`src/rtl/obsidian_memory_stage.sv`:
```
// obsidian_memory_stage: data memory access stage of the pipeline.
// Loads take one stall cycle; stores and ALU ops pass straight through.
module obsidian_memory_stage #(
    parameter int ADDR_BITS = 6
) (
    input  logic         clk,
    input  logic         reset,
    input  logic [106:0] EX_MEM,
    output logic [70:0]  MEM_WB,
    output logic         PCSrc,
    output logic [31:0]  branch_target,
    output logic         stall
);

    localparam int DEPTH = 2 ** ADDR_BITS;

    typedef enum logic {
        IDLE,
        LOAD_WAIT
    } state_t;

    state_t state, state_nxt;

    logic                 reg_write;
    logic                 memto_reg;
    logic                 branch;
    logic                 mem_read;
    logic                 mem_write;
    logic [31:0]          target;
    logic                 zero;
    logic [31:0]          alu;
    logic [31:0]          store_data;
    logic [4:0]           rd;
    logic [ADDR_BITS-1:0] addr;

    assign reg_write  = EX_MEM[106];
    assign memto_reg  = EX_MEM[105];
    assign branch     = EX_MEM[104];
    assign mem_read   = EX_MEM[103];
    assign mem_write  = EX_MEM[102];
    assign target     = EX_MEM[101:70];
    assign zero       = EX_MEM[69];
    assign alu        = EX_MEM[68:37];
    assign store_data = EX_MEM[36:5];
    assign rd         = EX_MEM[4:0];
    assign addr       = alu[ADDR_BITS+1:2];

    logic [31:0]          mem [DEPTH];

    logic                 lat_rw;
    logic                 lat_mtr;
    logic [31:0]          lat_alu;
    logic [4:0]           lat_rd;
    logic [ADDR_BITS-1:0] lat_addr;

    logic [70:0]          mem_wb_nxt;
    logic                 pcsrc_nxt;
    logic [31:0]          bt_nxt;
    logic                 stall_nxt;
    logic                 we;
    logic                 latch;

    always_ff @(posedge clk) begin
        if (reset) begin
            state         <= IDLE;
            MEM_WB        <= '0;
            PCSrc         <= 1'b0;
            branch_target <= '0;
            stall         <= 1'b0;
        end else begin
            state         <= state_nxt;
            MEM_WB        <= mem_wb_nxt;
            PCSrc         <= pcsrc_nxt;
            branch_target <= bt_nxt;
            stall         <= stall_nxt;
        end
    end

    always_comb begin
        state_nxt  = state;
        mem_wb_nxt = MEM_WB;
        pcsrc_nxt  = PCSrc;
        bt_nxt     = branch_target;
        stall_nxt  = 1'b0;
        we         = 1'b0;
        latch      = 1'b0;
        unique case (state)
            IDLE: begin
                pcsrc_nxt = branch & zero;
                bt_nxt    = target;
                // A store wins over a simultaneous read request.
                if (mem_read && !mem_write) begin
                    state_nxt  = LOAD_WAIT;
                    stall_nxt  = 1'b1;
                    latch      = 1'b1;
                    mem_wb_nxt = '0;
                end else begin
                    we         = mem_write & ~reset;
                    mem_wb_nxt = {reg_write, memto_reg, 32'h0, alu, rd};
                end
            end
            LOAD_WAIT: begin
                state_nxt  = IDLE;
                pcsrc_nxt  = 1'b0;
                mem_wb_nxt = {lat_rw, lat_mtr, mem[lat_addr],
                              lat_alu, lat_rd};
            end
            default: state_nxt = IDLE;
        endcase
    end

    always_ff @(posedge clk) begin
        if (latch) begin
            lat_rw   <= reg_write;
            lat_mtr  <= memto_reg;
            lat_alu  <= alu;
            lat_rd   <= rd;
            lat_addr <= addr;
        end
    end

    // No reset: memory contents survive reset.
    always_ff @(posedge clk) begin
        if (we) begin
            mem[addr] <= store_data;
        end
    end

endmodule
```
`config.mk`:
```
export PLATFORM = sky130hd
export DESIGN_NAME = obsidian_memory_stage
export DESIGN_NICKNAME = d
export VERILOG_FILES = /design/src/rtl/obsidian_memory_stage.sv
export SDC_FILE = /design/constraint.sdc
export NUM_CORES = 2
export LEC_CHECK = 0
export BUFFER_PORTS_ARGS = -buffer_cell sky130_fd_sc_hd__buf_2
export CAP_MARGIN = 20
export CORE_MARGIN = 4
export CORE_UTILIZATION = 47
export CTS_CLUSTER_DIAMETER = 50
export DETAILED_ROUTE_END_ITERATION = 8
export PLACE_DENSITY = 0.7
export SYNTH_ARGS = -nofsm -noshare
export SYNTH_HDL_FRONTEND = slang
export SYNTH_SLANG_ARGS = --single-unit
```
`constraint.sdc`:
```
create_clock -name clk -period 3.7 [get_ports clk]
set_input_delay 0.74 -clock clk [delete_from_list [all_inputs] [get_ports clk]]
set_output_delay 0.74 -clock clk [all_outputs]
set_load 0.05 [all_outputs]
```
After elaboration in Yosys (flattened, before gate mapping)
Memory sizes are Yosys's and may differ from the RTL's. A register that Yosys moved wholly into a read port is not among the register bits. Index checks and enable logic that the tools add are counted.

Register bits: 151. Bits in latches: 0. Bits in writable memories: 2048. Memory bits (read-only): 0. Input bits: 109. Output and inout bits: 105. Logic and storage cells: 28. Memories kept: 1.

Add/subtract/negate cells: 0. Multiply operators: 0. Div/mod/pow operators: 0. $lt $le $gt $ge: 0. Equality and inequality tests: 0. Shift-type cells: 0. Muxes and demuxes: 11. Bitwise operators: 4. Reductions and logical operators: 2.

Memory list: mem (words 64, width 32, read ports 1, clocked after memory_dff 1, wr ports 1, line 48) `logic [31:0] mem [DEPTH];`.

Operators by type and width (count): 71-bit one-hot mux with 2 select lines (1); 71-bit 2-to-1 mux (1); 1-bit 2-to-1 mux (6); 6-bit 2-to-1 mux (1); 1-bit one-hot mux with 2 select lines (2); 1-bit bitwise AND (2); 1-bit inverter (2); 1-bit logical AND (1); 1-bit logical NOT (1).

Logic depth before layout (Yosys ltp)
Depth after elaboration: 6. Gate-level depth with buffers: 10. Mapped depth without buffers: 5.

Worst setup path before layout
No wires, ideal clock.

Path type: input to register. Start point: input EX_MEM[44]. End point: memory mem[35][0] (enable). Setup time: 0.421 ns. Data arrival time: 2.978 ns. Data required time: 3.279 ns. Path slack: 0.301 ns. Stages on the path: 4. Buffers on the path: 2. Path through: clkbuf_1 or3b_2 clkbuf_1 nor2_1.

RTL lines: from (decl) (line 8) `input logic [106:0] EX_MEM,`; to (decl) (line 48).

Straight into the memory's write port.

==> run_results.csv <==
group,metric,value,unit
outcome,status,"completed",
synth,synth_area_leaders,"edfxtp_1, mux4_2, dfxtp_1, mux2i_1, nor2_1",
detailed_routing,ant_nets,0,
worst_setup_path,critPathLaunchType,"flop",
sta,finalHoldViolCount,0,
synth,synthArstFlopShare,0,
cells_and_area,area_growth,16.5,%
global_route,grt_pass1_vias,41000,
detailed_routing,wl,213,mm
global_route,grt_overflow_total,0,
global_route,grt_pass1_wl,306,mm
synth,netlist_area,82900,sq um
worst_setup_path,worstSetupPathType,"flop to flop",
placement,gp_congestion,0.838,
synth,synthCells,3614,
clock_network,clk_root_buffer_cell,"clkbuf_16",
detailed_routing,avgRoutedWirePerCell,32.2,microns
detailed_routing,num_vias,40500,
clock_network,cts_buffers,216,
detailed_routing,viasPerCell,6.11,
synth,synth.distinct_cells,49,
synth,ys_warn_count,0,
clock_network,holdBufCountCts,0,
power,power.density,547,nW/um^2
floorplanning,die_width,428,microns
placement,dpl.hpwl,127,mm
sta,slew_headroom,0.248,
worst_setup_path,cp.arrival,3.79,ns
synth,ys_ff_latch,2198,
synth,synth_edf_count,2087,
sta,finalSetupViolations,0,
run,max_cap_viol_count,0,
synth,syn_avg_cell_area,22.9,sq um
min_path,hold_path_depth,1,
clock_network,cts_tree,"done",
synth,syn-num-nets,3723,
sta,worstMarginPinSlew,1.13,ns
synth,synthMuxAreaShare,0.172,
synth,synthAdderAreaFrac,0,
placement,io_buffer_count,213,
clock_network,cts_sinks,2198,
synth,synth.largest_area_cell,"edfxtp_1",
detailed_routing,dr.pass1.iters,6,
detailed_routing,route.detailed.drc,0,
synth,synth-simple-area-share,0.0150,
floorplanning,core,175000,sq um
synth,synth_common_cells,"edfxtp_1, mux4_2, mux2i_1",
global_route,grt_max_degree,65,
power,p_leak,31.1,nW
floorplanning,die-height,428,microns
floorplanning,row_count,153,
sta,period_needed,3.10,ns
min_path,min_path_type,"input pin to flop",
clock_network,ctsResizeCount,0,
floorplanning,start_util,0.475,
clock_network,post-cts-setup-buffers,0,
clock_network,cts.path.max_buffers,3,
synth,synth-compound-area-share,0.0166,
synth,synth_top_family_by_area,"multiplexers",
synth,synth-seq-area-share,0.783,
worst_setup_path,required,4.39,ns
floorplanning,io_pins,214,
worst_setup_path,reg2reg_depth,7,
sta,fmax,0.323,GHz
synth,synth_top_area_share,0.756,
power,power,0.0528,W
cells_and_area,fin_nets,4217,
floorplanning,die_area,183000,sq um
sta,finalSetupTns,0,ns
clock_network,clk_latency,0.86,ns
worst_setup_path,end_kind,"flop",
sta,drv_slew,0,
synth,yosys.cell_count.top_type,"edfxtp_1",
worst_setup_path,worst-path-max-fanout,53,
synth,synth_xor_area_frac,0,
sta,finClkSkew,0.0691,ns
detailed_routing,drtIter0Drc,5642,
global_route,grt_antenna_before_repair,16,
power,max-vdd-ir-drop,0.466,mV
global_route,grtUsageTotal,0.233,
synth,synth_ff_type,"edfxtp_1",
sta,min_period_over_period,0.838,
clock_network,cts_max_level,4,
cells_and_area,drive_gt1_frac,0.334,
sta,rsz0062_at_grt,"no",
clock_network,clkTransAtPathRegs,0.06,ns
[cells in the final DEF, fill, tap and decap left out, types with 7 or more instances in the layout]
| master | count |
|---|---|
| mux2i_1 | 159 |
| a21oi_1 | 36 |
| edfxtp_1 | 2087 |
| o22ai_1 | 16 |
| mux2_2 | 25 |
| diode_2 | 8 |
| clkbuf_16 | 221 |
| clkinvlp_4 | 9 |
| clkinv_16 | 7 |
| bufinv_16 | 21 |
| buf_4 | 167 |
| o21ai_0 | 21 |
| clkbuf_8 | 7 |
| nor3_1 | 8 |
| a31oi_1 | 9 |
| nor2_4 | 65 |
| nand2b_1 | 7 |
| buf_12 | 84 |
| nand3_1 | 25 |
| clkbuf_1 | 43 |
| o21ai_1 | 8 |
| dfxtp_1 | 105 |
| clkinv_2 | 34 |
| a22o_1 | 40 |
| nand2_1 | 97 |
| clkinv_1 | 47 |
| and3_1 | 8 |
| buf_2 | 213 |
| nor2_1 | 55 |
| a22oi_1 | 28 |
| mux4_2 | 551 |
[layer usage]
layer	share of wire	vias to the layer above	routed length (microns)	track usage
met5	0	-	0	0
met4	0.033	0	7080	0.0799
met3	0.12	373	25000	0.0727
met2	0.47	2331	101000	0.358
met1	0.38	21500	80400	0.319
li1	-	16300	-	-
[critical path, cell delays in order (launching register included)]
cell     delay (ns)
dfxtp_4        0.52
buf_12         0.42
buf_12         0.33
mux4_2         0.55
mux2i_1        0.15
o22ai_1        0.17
a31oi_1        0.51
a22oi_1        0.22
[area by class of cell]
type                            count  area (sq um)
Clock buffer                      271          5790
Clock inverter                    135          1460
Antenna cell                        8          20.0
Tap cell                         2325          2910
Fill cell                       12800         78000
Multi-Input combinational cell   1222         17400
Timing Repair Buffer              466          4060
Inverter                            4          22.5
Sequential cell                  2198         64900
[report_power, final]
group          total [W]  switching (W)  internal [W]  leakage (nW)
registers         0.0274      0.0000837        0.0273          19.7
logic            0.00332        0.00205       0.00127          7.89
clock network     0.0221        0.00944        0.0126          3.51
total             0.0528         0.0116        0.0412          31.1
[kinds of logic (layout without fill, tap and decap cells)]
kind of cell,count (synthesis),after routing
AO/OA/AOI/OAI,196,196
AND/OR/NAND/NOR,291,291
flip-flops,2198,2198
multiplexers,735,735
other,0,8
buffers and inverters,194,876
[metrics by stage]
stage          worst slack [ns]  utilization  cells  hold WS [ns]  area, sq um
2_1_floorplan             0.301            -   3614         0.442        82900
3_3_place_gp              0.635        0.510   6203         0.445        89000
3_5_place_dp              0.602        0.510   6203         0.451        89000
4_1_cts                   0.671        0.552   6609        0.0392        96300
5_1_grt                   0.443        0.553   6626        0.0588        96600
6_report                  0.600        0.553   6629         0.112        96600
[flip-flops by register name, summed over array words and instances (netlist names), named ones only]
| signal | flops |
|---|---|
| mem | 2048 |
| MEM_WB | 71 |
| branch_target | 32 |
| lat_alu | 32 |
| lat_rd | 5 |
| PCSrc | 1 |
| lat_mtr | 1 |
| lat_rw | 1 |
| stall | 1 |
[final timing paths]
path                                            start               endpoint  slack [ns]
worst max-delay path                             flop  MEM_WB[61]$_SDFF_PP0_        0.60
worst min-delay path                       EX_MEM[63]  lat_alu[26]$_DFFE_PP_        0.11
worst max register to register                   flop  MEM_WB[61]$_SDFF_PP0_        0.60
worst min register to register  lat_alu[31]$_DFFE_PP_  MEM_WB[36]$_SDFF_PP0_        0.45
No activity file was read; power rests on OpenSTA's default activity.
